$ cat config.mk
export PLATFORM = sky130hd
export DESIGN_NAME = seg7_scan_display
export DESIGN_NICKNAME = d
export VERILOG_FILES = /design/src/rtl/seg7_scan_display.sv
export SDC_FILE = /design/constraint.sdc
export NUM_CORES = 1
export LEC_CHECK = 0
export CAP_MARGIN = 30
export CORE_ASPECT_RATIO = 1.25
export CORE_MARGIN = 10
export CORE_UTILIZATION = 25
export CTS_CLUSTER_SIZE = 24
export DETAILED_ROUTE_END_ITERATION = 6
export SLEW_MARGIN = 40
export SYNTH_ARGS = -nofsm -noshare
export SYNTH_HDL_FRONTEND = slang
export SYNTH_SLANG_ARGS = --single-unit
$ cat constraint.sdc
create_clock -name clk -period 6.34 [get_ports clk]
set_input_delay 1.268 -clock clk [delete_from_list [all_inputs] [get_ports clk]]
set_output_delay 1.268 -clock clk [all_outputs]
set_load 0.03 [all_outputs]
$ cat src/rtl/seg7_scan_display.sv
// seg7_scan_display
//   Time-multiplexed 4-digit 7-segment scanner for the CPU R15 output value.
//   The value is shown either as two hex digits or as up to three unsigned
//   decimal digits with leading-zero blanking. A sequential double-dabble
//   converter (IDLE -> LOAD -> SHIFT x8 -> DONE) produces the BCD digits.
//   The display registers change only in DONE, so a partial conversion is
//   never shown. Runs entirely on the undivided board clock.
//
// Parameters
//   REFRESH_DIV : clk cycles per digit slot (>= 2)
//   BLINK_TICKS : digit-slot advances per blink half-period (HALT_BLINK_EN only)
//
// Ports
//   clk      in   board clock
//   rst      in   synchronous, active-high reset
//   value    in   [7:0] value to display
//   dec_mode in   0 = hex (2 digits), 1 = unsigned decimal (3 digits)
//   halt     in   CPU halt flag (used only when HALT_BLINK_EN is defined)
//   seg      out  [6:0] segment cathodes, active-low, seg[0]=a .. seg[6]=g
//   an       out  [3:0] digit anodes, active-low, an[0] = rightmost digit
//
// Optional feature
//   `define HALT_BLINK_EN : while halt=1, blank the whole display on
//   alternate blink half-periods.

module seg7_scan_display #(
    parameter int unsigned REFRESH_DIV = 100000,
    parameter int unsigned BLINK_TICKS = 256
) (
    input  logic       clk,
    input  logic       rst,
    input  logic [7:0] value,
    input  logic       dec_mode,
    input  logic       halt,
    output logic [6:0] seg,
    output logic [3:0] an
);

    localparam int unsigned CNT_W = (REFRESH_DIV > 2) ? $clog2(REFRESH_DIV) : 1;

    typedef enum logic [1:0] {
        IDLE  = 2'd0,
        LOAD  = 2'd1,
        SHIFT = 2'd2,
        DONE  = 2'd3
    } state_t;

    // ------------------------------------------------------------------
    // Scan timing
    // ------------------------------------------------------------------
    logic [CNT_W-1:0] refresh_cnt_q, refresh_cnt_d;
    logic [1:0]       digit_sel_q, digit_sel_d;
    logic             advance;

    always_comb begin
        advance       = (refresh_cnt_q == CNT_W'(REFRESH_DIV - 1));
        refresh_cnt_d = advance ? '0 : refresh_cnt_q + CNT_W'(1);
        digit_sel_d   = advance ? digit_sel_q + 2'd1 : digit_sel_q;
    end

    // ------------------------------------------------------------------
    // Double-dabble converter
    // ------------------------------------------------------------------
    state_t      state_q, state_d;
    logic [7:0]  captured_q, captured_d;
    logic [19:0] shift_q, shift_d;   // {hundreds, tens, ones, binary}
    logic [2:0]  iter_q, iter_d;
    logic [3:0]  ones_q, ones_d;
    logic [3:0]  tens_q, tens_d;
    logic [3:0]  hund_q, hund_d;
    logic [7:0]  hex_q, hex_d;
    logic [19:0] adj;

    function automatic logic [3:0] dab(input logic [3:0] n);
        return (n >= 4'd5) ? n + 4'd3 : n;
    endfunction

    always_comb begin
        state_d    = state_q;
        captured_d = captured_q;
        shift_d    = shift_q;
        iter_d     = iter_q;
        ones_d     = ones_q;
        tens_d     = tens_q;
        hund_d     = hund_q;
        hex_d      = hex_q;
        adj        = shift_q;
        unique case (state_q)
            IDLE: begin
                if (value != captured_q) begin
                    state_d = LOAD;
                end
            end
            LOAD: begin
                captured_d = value;
                shift_d    = {12'b0, value};
                iter_d     = '0;
                state_d    = SHIFT;
            end
            SHIFT: begin
                adj[19:16] = dab(shift_q[19:16]);
                adj[15:12] = dab(shift_q[15:12]);
                adj[11:8]  = dab(shift_q[11:8]);
                shift_d    = {adj[18:0], 1'b0};
                iter_d     = iter_q + 3'd1;
                if (iter_q == 3'd7) begin
                    state_d = DONE;
                end
            end
            DONE: begin
                // All display registers change together here, and only here.
                ones_d  = shift_q[11:8];
                tens_d  = shift_q[15:12];
                hund_d  = shift_q[19:16];
                hex_d   = captured_q;
                state_d = IDLE;
            end
            default: state_d = IDLE;
        endcase
    end

    // ------------------------------------------------------------------
    // Halt blink
    // ------------------------------------------------------------------
    logic force_blank;

`ifdef HALT_BLINK_EN
    localparam int unsigned BW = $clog2(BLINK_TICKS + 1);

    logic [BW-1:0] blink_cnt_q, blink_cnt_d;
    logic          blink_phase_q, blink_phase_d;

    always_comb begin
        blink_cnt_d   = blink_cnt_q;
        blink_phase_d = blink_phase_q;
        if (advance) begin
            if (blink_cnt_q == BW'(BLINK_TICKS - 1)) begin
                blink_cnt_d   = '0;
                blink_phase_d = ~blink_phase_q;
            end else begin
                blink_cnt_d = blink_cnt_q + BW'(1);
            end
        end
        force_blank = halt & blink_phase_q;
    end

    always_ff @(posedge clk) begin
        if (rst) begin
            blink_cnt_q   <= '0;
            blink_phase_q <= 1'b0;
        end else begin
            blink_cnt_q   <= blink_cnt_d;
            blink_phase_q <= blink_phase_d;
        end
    end
`else
    logic unused_cfg;

    assign force_blank = 1'b0;
    assign unused_cfg  = halt ^ (BLINK_TICKS == 32'd0);
`endif

    // ------------------------------------------------------------------
    // Slot decode and registered outputs
    // ------------------------------------------------------------------
    logic [6:0] seg_q, seg_d;
    logic [3:0] an_q, an_d;
    logic [3:0] nib;
    logic       blank;

    function automatic logic [6:0] font(input logic [3:0] d);
        logic [6:0] f;
        unique case (d)
            4'h0: f = 7'b1000000;
            4'h1: f = 7'b1111001;
            4'h2: f = 7'b0100100;
            4'h3: f = 7'b0110000;
            4'h4: f = 7'b0011001;
            4'h5: f = 7'b0010010;
            4'h6: f = 7'b0000010;
            4'h7: f = 7'b1111000;
            4'h8: f = 7'b0000000;
            4'h9: f = 7'b0010000;
            4'hA: f = 7'b0001000;
            4'hB: f = 7'b0000011;
            4'hC: f = 7'b1000110;
            4'hD: f = 7'b0100001;
            4'hE: f = 7'b0000110;
            default: f = 7'b0001110;
        endcase
        return f;
    endfunction

    always_comb begin
        nib   = '0;
        blank = 1'b1;
        unique case (digit_sel_q)
            2'd0: begin
                nib   = dec_mode ? ones_q : hex_q[3:0];
                blank = 1'b0;
            end
            2'd1: begin
                nib   = dec_mode ? tens_q : hex_q[7:4];
                blank = dec_mode && (hund_q == 4'd0) && (tens_q == 4'd0);
            end
            2'd2: begin
                nib   = hund_q;
                blank = !dec_mode || (hund_q == 4'd0);
            end
            default: begin
                nib   = '0;
                blank = 1'b1;
            end
        endcase
        if (force_blank) begin
            blank = 1'b1;
        end
        seg_d = blank ? '1 : font(nib);
        an_d  = blank ? '1 : ~(4'b0001 << digit_sel_q);
    end

    always_ff @(posedge clk) begin
        if (rst) begin
            refresh_cnt_q <= '0;
            digit_sel_q   <= '0;
            state_q       <= IDLE;
            captured_q    <= '0;
            shift_q       <= '0;
            iter_q        <= '0;
            ones_q        <= '0;
            tens_q        <= '0;
            hund_q        <= '0;
            hex_q         <= '0;
            seg_q         <= '1;
            an_q          <= '1;
        end else begin
            refresh_cnt_q <= refresh_cnt_d;
            digit_sel_q   <= digit_sel_d;
            state_q       <= state_d;
            captured_q    <= captured_d;
            shift_q       <= shift_d;
            iter_q        <= iter_d;
            ones_q        <= ones_d;
            tens_q        <= tens_d;
            hund_q        <= hund_d;
            hex_q         <= hex_d;
            seg_q         <= seg_d;
            an_q          <= an_d;
        end
    end

    assign seg = seg_q;
    assign an  = an_q;

endmodule
# --- Word-level counts from Yosys, hierarchy flattened ---
# Memories as Yosys holds them, arrays and structs flattened. A register that Yosys moved wholly into a read port is not among the register bits.
# Index checks and enable logic that the tools add are counted.
totals:
  ff_bits: 76
  mem_bits_ro: 112
  inputBits: 12
  out_inout_bits: 11
  memories: 1
memory_table:
  columns: ["name", "depth", "width", "read_ports", "rd_ports_with_merged_regs", "wr", "line_no", "source"]
  rows:
  - ["(no name shown)", 16, 7, 1, 1, 0, "173", "unique case (d)"]
classes:
  addsub: 6
  order_cmp: 3
  n_eq_ne: 10
  n_shift: 1
  mux: 12
  n_bitwise: 1
  reduce_logical: 12
ops:
  columns: ["op", "n"]
  rows:
  - ["$pmux W20 S2", 1]
  - ["$add A17 B1 Y17 const B", 1]
  - ["$eq A17 B17 Y1 const B", 1]
  - ["$mux W4", 4]
  - ["$ge A4 B3 Y1 const B", 3]
  - ["$pmux W4 S3", 1]
  - ["$add A4 B2 Y4 const B", 2]
  - ["$logic_not A4 Y1", 2]
  - ["$ne A8 B8 Y1", 1]
  - ["$pmux W2 S4", 1]
  - ["$eq A2 B2 Y1 const B", 3]
  - ["$pmux W3 S2", 1]
  - ["$eq A2 B1 Y1 const B", 2]
  - ["$logic_not A2 Y1", 2]
  - ["$mux W2", 2]
  - ["$ne A2 B2 Y1 const B", 2]
  - ["$not A4 Y4", 1]
  - ["$reduce_or A2 Y1", 2]
  - ["$shl A1 B2 Y4 const A", 1]
  - ["$add A3 B1 Y3 const B", 1]
  - ["$add A3 B2 Y3 const B", 1]
  - ["$eq A3 B3 Y1 const B", 1]
  - ["$mux W3", 1]
  - ["$pmux W1 S3", 1]
  - ["other kinds (6)", 7]

# --- Depth between registers and ports, before layout ---
# Gate-level depths: netlist (run 1).
depth:
  ltp_word: 5
  mapped_depth: 10

# --- Least setup slack after synthesis (run 1) ---
# OpenSTA, ideal clock, no wires.
synth_timing:
  path_kind: "input-to-reg"
  start: "input port dec_mode"
  end: "register seg_q[3] (netlist: seg[3])"
  arrival_ns: 2.912
  required_ns: 6.198
  setup_slack_ns: 3.286
  stages: 10
  n_path_buf: 1
  path_cell_list: "buf_6 > mux2_2 > a222oi_1 > or2_2 > inv_1 > ha_1 > inv_1 > a21oi_1 > a211oi_1 > o21ai_1"
synth_via:
  elab_chain_cells: 4
  elab_cells_between_ends: 9
  cone_classes: "mux (4); reduce/logical (5)"
synth_lines:
  columns: ["item", "line_no", "source"]
  rows:
  - ["start: declaration", "33", "input logic dec_mode,"]
  - ["$logic_not A1 Y1 / $logic_and A1 B1 Y1 (equally long branches)", "208, 204", null]
  - ["$logic_or A1 B1 Y1 / $logic_and A1 B1 Y1 (equally long branches)", "208, 204", null]
  - ["$pmux W1 S3", "197", "unique case (digit_sel_q)"]
  - ["$reduce_or A2 Y1 (no line)", null, null]
  - ["end: declaration", "166", "logic [6:0] seg_q, seg_d;"]
# Parallel ways exist; a longest one is shown, timed or not.
# A chain may end at the register's enable or synchronous reset.

# --- Worst setup path after layout (run 1) ---
# Same ends and word-level chain as after synthesis.

==> results.ini, run 1 <==
[die]
pin_count=23
die_w_um=131.5
rows=50
start_util_pct=25.67
die_area_um2=20960
core_area_um2=15140
die_y_um=159.4

[synth]
synth_top_area_share_pct=42.76
syn-cell-area_um2=3886
synth_nets=448
synthArstFlopShare_pct=0
synth_cells=411
yosys_register_bits=83
synth.distinct_cells=43
synth_area_leader_cell=dfxtp_1
seq_area_frac_synth_pct=42.76
yosysWarningCount=0
avgSynthCellArea_um2=9.456
synth.most_common_cell=dfxtp_1
synth.area.top_cells=dfxtp_1 43%, mux2i_1 11%, ha_1 8.0%, nor2_1 7.1%, xnor2_1 4.1%
ys.flop_type=dfxtp_1
synth_commonest_cells=83 x dfxtp_1, 73 x nor2_1, 41 x mux2i_1
synth-edff-count=0

[timing]
setup_viol=0
rsz0062_at_grt=false
tns_ns=0
tightestPinTransition_ns=0.6808
slew_violations=0
fin_worst_skew_ns=0.01275
fmaxAchievable_mhz=270.1
fin_crit_sh_pct=58.40
hold_ws_ns=0.4729
relSlewSlack_pct=54.61
min_period_ns=3.702
hold_viol=0

[grt]
first_global_vias=2850
antenna_found_initial=0
grt_first_pass_wirelength_um=13720
busiest_layer=met2
grt_max_degree=59
grtUsageMet3_pct=1.923
grt_util_met1_pct=9.137
track_usage_pct=7.694
grt_util_met2_pct=12.98
grt_overflow=0

[critical_path]
cp.required_ns=6.52
crit_chain=clkdlybuf4s50_1 > mux2_2 > a222oi_1 > or2_2 > inv_1 > ha_1 > inv_1 > a21oi_1 > a211oi_1 > o21ai_1
path_class=input port to flop
cp_common_cell=inv_1
r2r-end=shift_q[14]
r2r_cells=6
endpoint_kind=flop
r2r_start=state_q[1]
cp_max_fo=10
cpMaxStageDelayCell=clkdlybuf4s50_1
cp.arrival_ns=3.88
worstSetupStartpointType=input port
reg2reg_slack_ns=3.76
cp_slowest_stage_delay_ns=0.79

[run_status]
outcome=complete, no violations

[clock_network]
post_cts_buffers=0
cts.path.max_buffers=2
cts_hold_buffers=0
cts_sinks=83
cts_root_buffer=clkbuf_16
h-tree-depth=3
cts.clk_slew.worst_paths_ns=0.06
post_cts_resized=0
cts_tree=yes
numCtsBuffers=9
insertion_delay_ns=0.34

[pwr]
finalPower_mw=1.441
ir_drop_mv=0.1992
p_leak_nw=1.669
powerDensity_nw_per_um2=313.1

[cells_and_area]
drive_gt1_share_pct=8.121
final_net_count=463
num_antenna_cells=0
area_growth_pct=18.45
final_util_pct=30.40
final_area_um2=4603

[drt]
ant_nets=0
viasPerCell=4.504
wl_per_cell_um=12.59
drc=0
first_iter_violations=199
first_pass_iters=4
dr_total_vias=2878
wirelength_um=8042

[min_path]
min_path_type=flop to flop
hold_end=iter_q[2]
min_path_cells=2
min_from=iter_q[2]

[placed_design]
port_buffers=21
placed_cell_area_um2=4284
dp_hpwl_um=5812
gp_congestion=0.7619

[run]
cap_viol_max_count=0

==> layout make-up <==
class                   instances  area [µm²]
clock buffers                   9       225.2
well taps                     208       260.3
fillers                      1606       10540
repair buffers                 21       207.7
inverters                      22       82.58
multi-input cells             289        2074
clock inverters                 7       91.34
flip-flops and latches         83        1662
==> cells by family after synthesis <==
family                   Yosys count  synth area share [%]
XOR/XNOR                          29                 6.536
flip-flops                        83                 42.76
multiplexers                      49                 13.07
buffers and inverters             39                 3.992
adder cells (fa/ha/maj)           25                 8.049
AO/OA/AOI/OAI                     56                 10.88
AND/OR/NAND/NOR                  130                 14.71
==> metal layers <==
layer / up-vias / wire [µm] / part of all wire (%)
met5: - / 0 / 0
met4: 0 / 147 / 1.8
met2: 43 / 3875 / 48
met1: 1368 / 3797 / 47
met3: 11 / 221 / 2.7
li1: 1456 / - / -
==> critical path, delay by kind of cell <==
family | cells | cell delay, ns
buf+inv | 3 | 0.96
compound gates | 4 | 0.79
mux | 1 | 0.41
simple gates | 1 | 0.25
fa+ha+maj | 1 | 0.20
==> flip-flops by register name, indices dropped and copies added, names as in the netlist, 7 cells and up <==
signal / count
hex_q: 8
shift_q: 20
refresh_cnt_q: 17
captured_q: 8
seg: 7
==> cells in the final DEF, fill, tap and decap left out, drive strengths merged, types with 3 or more instances in the layout <==
cell           synthesis  final
xnor2                 18     18
xor2                  11     11
o211ai                 4      4
a22oi                  5      5
dfxtp                 83     83
a211oi                11     11
nand2b                 3      3
o31ai                  3      3
a222oi                 3      3
clkinv                 0      3
a21oi                  8      8
nor2                  74     74
clkdlybuf4s50          0     20
o221ai                 3      3
inv                   22     23
ha                    25     25
o21ai                  5      5
nand4                  5      5
nand2                 25     25
nor3                   3      3
clkbuf                14      9
and4                   4      4
a32oi                  5      5
mux2                   8      8
nand3                  9      9
mux2i                 41     41
or2                    3      3
==> through the flow <==
stage          std cells  setup slack, ns
6_report             639            2.638
5_1_grt              639            2.525
4_1_cts              639            2.649
3_5_place_dp         623            2.296
3_3_place_gp         623            2.337
2_1_floorplan        411            3.286
==> worst max path at each step <==
stage             end  slack, ns  startpoint  cells past startpoint
5_1_grt        seg[3]       2.52    dec_mode                     10
3_3_place_gp   seg[3]       2.34    dec_mode                     10
3_5_place_dp   seg[3]       2.30    dec_mode                     10
6_report       seg[3]       2.64    dec_mode                     10
4_1_cts        seg[3]       2.65    dec_mode                     10
2_1_floorplan  seg[3]       3.29    dec_mode                     10
==> power breakdown <==
part	total [mW]	switching, mW	internal (mW)
sequential	0.597	0.0316	0.566
combinational	0.283	0.169	0.114
clock	0.561	0.217	0.344
Note: power is estimated with default switching activity, not from simulation.
==> inputs of run 2 (changes only) <==
Clock period 6.34 ns to 3.2 ns, I/O delays scaled along.
==> results.ini, run 2 (synthesis results as in run 1) <==
[critical_path]
cp_slowest_stage_delay_ns=0.51  ; -0.28 ns
path_class=input port to flop
cp.arrival_ns=2.87  ; -1.01 ns
r2r-end=seg[0]
crit_chain=clkdlybuf4s50_1 > buf_12 > mux2_2 > a222oi_1 > or2_2 > inv_1 > ha_1 > inv_1 > a21oi_1 > a211oi_1 > o21ai_1
cp_common_cell=inv_1
cp_max_fo=10  ; unchanged
cp.required_ns=3.41  ; -3.11 ns
r2r_start=digit_sel_q[0]
cpMaxStageDelayCell=clkdlybuf4s50_1
r2r_cells=9  ; +3
worstSetupStartpointType=input port
endpoint_kind=flop
reg2reg_slack_ns=0.93  ; -2.83 ns

[cells_and_area]
final_net_count=471  ; +1.7%
layout_common_cells=83 x dfxtp_1, 73 x nor2_1, 41 x mux2i_1
largest_register=shift_q
layout_commonest_cell=dfxtp_1
num_antenna_cells=0  ; unchanged
drive_gt1_share_pct=8.884  ; +0.76 points
stdcell_count=647  ; +1.3%
top_regs=shift_q (20), refresh_cnt_q (17)
fillers=1633  ; +1.7%
largest_reg_flops=20  ; unchanged
area_growth_pct=20.90

[drt]
first_iter_violations=196  ; -1.5%
wirelength_um=8190  ; +1.8%
dr_total_vias=2948  ; +2.4%
drc=0  ; unchanged
viasPerCell=4.556  ; +1.2%
ant_nets=0  ; unchanged
wl_per_cell_um=12.66  ; +0.58%
first_pass_iters=5  ; +1

[timing]
relSlewSlack_pct=59.02  ; +4.4 points
rsz0062_at_grt=false
fin_worst_skew_ns=0.005978  ; -0.006771 ns
slew_violations=0  ; unchanged
fin_ws_ns=0.5468  ; -2.091 ns
fin_crit_sh_pct=82.91
fmaxAchievable_mhz=376.9
hold_viol=0  ; unchanged
tightestPinTransition_ns=0.6148  ; -0.06602 ns
hold_ws_ns=0.4711  ; -0.001798 ns
tns_ns=0  ; unchanged
min_period_ns=2.653
setup_viol=0  ; unchanged

[clock_network]
cts_sinks=83  ; unchanged
h-tree-depth=3  ; unchanged
cts_hold_buffers=0  ; unchanged
post_cts_resized=0  ; unchanged
cts_root_buffer=clkbuf_16
insertion_delay_ns=0.33  ; about the same
cts_tree=yes
cts.clk_slew.worst_paths_ns=0.06  ; about the same
cts.path.max_buffers=2  ; unchanged
post_cts_buffers=0  ; unchanged
numCtsBuffers=9  ; unchanged

[grt]
track_usage_pct=7.822  ; +0.13 points
first_global_vias=2938  ; +3.1%
antenna_found_initial=0  ; unchanged
grt_first_pass_wirelength_um=14050  ; +2.4%
grt_max_degree=59  ; unchanged
grt_overflow=0  ; unchanged

[die]
die_y_um=159.4  ; unchanged
pin_count=23  ; unchanged
core_area_um2=15140  ; unchanged
die_w_um=131.5  ; unchanged
start_util_pct=25.67  ; unchanged
die_area_um2=20960  ; unchanged
rows=50  ; unchanged

[pwr]
finalPower_mw=2.954  ; +100%
powerDensity_nw_per_um2=628.7  ; +100%
p_leak_nw=1.723  ; +3.2%
ir_drop_mv=0.4057  ; +100%

[min_path]
min_from=shift_q[0]
min_path_cells=2  ; unchanged
min_path_type=flop to flop
hold_end=shift_q[0]

[placed_design]
placedCellCount=631  ; +1.3%
dp_hpwl_um=5914  ; +1.8%
port_buffers=21  ; unchanged
gp_congestion=0.7598  ; -0.28%
pre_cts_ws_ns=0.1866  ; -2.109 ns

[run_status]
outcome=complete, no violations

[run]
cap_viol_max_count=0  ; unchanged

run 2: critical path: cells and delay by family:
kind	cells	cell delay (ns)
AOI/OAI and AO/OA	4	0.70
adders and majority gates	1	0.19
buffers and inverters	4	0.80
and+or+nand+nor	1	0.18
muxes	1	0.34
run 2: layer usage:
metal | track usage (%) | share of wire (%)
met4 | 2.584 | 1.3
met2 | 13.74 | 50
met1 | 9.037 | 45
met5 | 0 | 0
met3 | 1.923 | 3.6
run 2: cell type report:
type	count	area, µm²	share of cell area, %
Inverter	22	82.58	1.758
Clock buffer	12	246.5	5.246
Sequential cell	83	1662	35.37
Clock inverter	4	97.59	2.077
Timing Repair Buffer	29	280.3	5.965
Multi-Input combinational cell	289	2069	44.05
Tap cell	208	260.3	5.539
run 2: worst max path at each step:
stage | from | endpoint | slack (ns) | cells after the start
after floorplan | dec_mode | seg[3] | 0.77 | 10
after global placement | dec_mode | seg[0] | 0.20 | 11
after detailed placement | dec_mode | seg[3] | 0.19 | 11
after CTS | dec_mode | seg[3] | 0.54 | 11
after global routing | dec_mode | seg[3] | 0.42 | 11
final | dec_mode | seg[3] | 0.55 | 11
run 2: stage by stage:
stage | cell area [µm²] | util (%)
6_report | 4698 | 31.03
5_1_grt | 4698 | 31.03
4_1_cts | 4698 | 31.03
3_5_place_dp | 4354 | 28.76
3_3_place_gp | 4352 | 28.74
2_1_floorplan | 3886 | -
run 2: report_power, final:
| part | switching [mW] | internal, mW |
|---|---|---|
| registers | 0.0619 | 1.12 |
| logic | 0.344 | 0.240 |
| clock network | 0.402 | 0.785 |
==> inputs of run 3 (changes only) <==
Clock period 3.2 ns to 2.3 ns, I/O delays scaled along.
==> results.ini, run 3 (synthesis results as in run 1) <==
[die]
pin_count=23  ; unchanged
rows=50  ; unchanged
die_y_um=159.4  ; unchanged
core_area_um2=15140  ; unchanged
die_area_um2=20960  ; unchanged
die_w_um=131.5  ; unchanged
start_util_pct=25.67  ; unchanged

[min_path]
min_path_cells=2  ; unchanged
hold_end=iter_q[2]
min_from=iter_q[2]
min_path_type=flop to flop

[cells_and_area]
final_util_pct=31.90  ; +0.87 points
largest_register=shift_q
num_antenna_cells=0  ; unchanged
area_growth_pct=24.28
drive_gt1_share_pct=14.25  ; +5.4 points
top_regs=shift_q (20), refresh_cnt_q (17)
final_net_count=488  ; +3.6%
fillers=1598  ; -2.1%
final_area_um2=4830  ; +2.8%
layout_common_cells=83 x dfxtp_1, 72 x nor2_1, 41 x mux2i_1
largest_reg_flops=20  ; unchanged
layout_commonest_cell=dfxtp_1

[critical_path]
r2r_start=digit_sel_q[1]
cp.required_ns=2.56  ; -0.85 ns
cp_max_fo=6  ; -4
r2r-end=seg[3]
reg2reg_slack_ns=0.19  ; -0.74 ns
r2r_cells=10  ; +1
crit_start=dec_mode
path_class=input port to flop
cp.arrival_ns=2.41  ; -0.46 ns
worstSetupStartpointType=input port
endpoint_kind=flop

[grt]
antenna_found_initial=0  ; unchanged
grt_first_pass_wirelength_um=14130  ; +0.59%
track_usage_pct=8.052  ; +0.23 points
grt_max_degree=39  ; -34%
first_global_vias=2975  ; +1.3%
grt_overflow=0  ; unchanged

[drt]
first_pass_iters=4  ; -1
drc=0  ; unchanged
wl_per_cell_um=12.77  ; +0.90%
ant_nets=0  ; unchanged
wirelength_um=8481  ; +3.6%
dr_total_vias=2975  ; +0.92%
first_iter_violations=149  ; -24%
viasPerCell=4.480  ; -1.7%

[clock_network]
cts_root_buffer=clkbuf_16
numCtsBuffers=9  ; unchanged
cts.clk_slew.worst_paths_ns=0.06  ; about the same
h-tree-depth=3  ; unchanged
cts_sinks=83  ; unchanged
cts_hold_buffers=0  ; unchanged
cts_tree=yes
cts.path.max_buffers=2  ; unchanged
insertion_delay_ns=0.34  ; about the same

[timing]
tightestPinTransition_ns=0.5549  ; -0.05988 ns
hold_viol=0  ; unchanged
hold_ws_ns=0.4714  ; +0.0002570 ns
fin_ws_ns=0.1520  ; -0.3948 ns
fin_worst_skew_ns=0.008222  ; +0.002244 ns
fin_crit_sh_pct=93.39
fmaxAchievable_mhz=465.6
min_period_ns=2.148
slew_violations=0  ; unchanged
setup_viol=0  ; unchanged
rsz0062_at_grt=false
tns_ns=0  ; unchanged
relSlewSlack_pct=63.01  ; +4.0 points

[run]
cap_viol_max_count=0  ; unchanged

[run_status]
outcome=complete, no violations

[placed_design]
port_buffers=21  ; unchanged
pre_cts_ws_ns=-0.5013  ; -0.6880 ns
gp_congestion=0.8248  ; +8.6%
placed_cell_area_um2=4459  ; +2.4%
dp_hpwl_um=6239  ; +5.5%

[pwr]
powerDensity_nw_per_um2=841.6  ; +34%
ir_drop_mv=0.5278  ; +30%
p_leak_nw=1.803  ; +4.7%

-- run 3: cell count changes in the layout (fill, tap and decap cells not counted), moves of 2 or more --
cell	change
buf_4	+16
ha_1	-3
clkbuf_1	-2
ha_2	+2
clkinv_2	+2
-- run 3: power by group --
part	leakage (nW)	switching (mW)	internal (mW)
Clock	0.163	0.600	0.983
Combinational	0.965	0.476	0.356
Sequential	0.675	0.0908	1.56
-- run 3: through the flow --
step           total power, mW  cells
6_report                 4.065    664
5_1_grt                  4.274    664
4_1_cts                  4.121    664
3_5_place_dp             2.520    647
3_3_place_gp             2.494    647
2_1_floorplan            2.284    411
-- run 3: final cells by class --
type / count / area (µm²) / share of cell area, %
clock inverter: 6 / 87.58 / 1.813
tap: 208 / 260.3 / 5.389
timing repair buffer: 46 / 395.4 / 8.187
sequential: 83 / 1662 / 34.40
inverter: 22 / 82.58 / 1.710
clock buffer: 10 / 239.0 / 4.948
multi-input combinational: 289 / 2103 / 43.55
-- run 3: worst max-delay path by stage --
stage | slack, ns | end | cells after the start
6_report | 0.15 | seg[3] | 11
5_1_grt | 0.04 | seg[0] | 11
4_1_cts | 0.13 | seg[5] | 8
3_5_place_dp | -0.50 | seg[3] | 11
3_3_place_gp | -0.43 | seg[0] | 11
2_1_floorplan | 0.05 | seg[3] | 10
-- run 3: per-layer routing --
layer  wire length [µm]  up-vias  track usage (%)
met3                323        7            2.900
met1               3956     1424            9.376
met4                126        0            2.938
met5                  0        -                0
li1                   -     1510                -
met2               4075       34            13.26
-- run 3: worst max-delay path, cell delays in order --
cell           delay [ns]
dlygate4sd2_1        0.24
buf_6                0.13
mux2_4               0.29
a222oi_1             0.37
nor2_2               0.16
inv_1                0.11
ha_2                 0.19
inv_2                0.05
a21oi_1              0.20
a211oi_2             0.05
o21ai_1              0.15
-- run 3: repair_timing --
item | CTS | global route
pin swaps | 4 | 0
gates resized for setup | 9 | 1
endpoints found under the setup margin | 4 | 1
setup buffers | 1 | 0
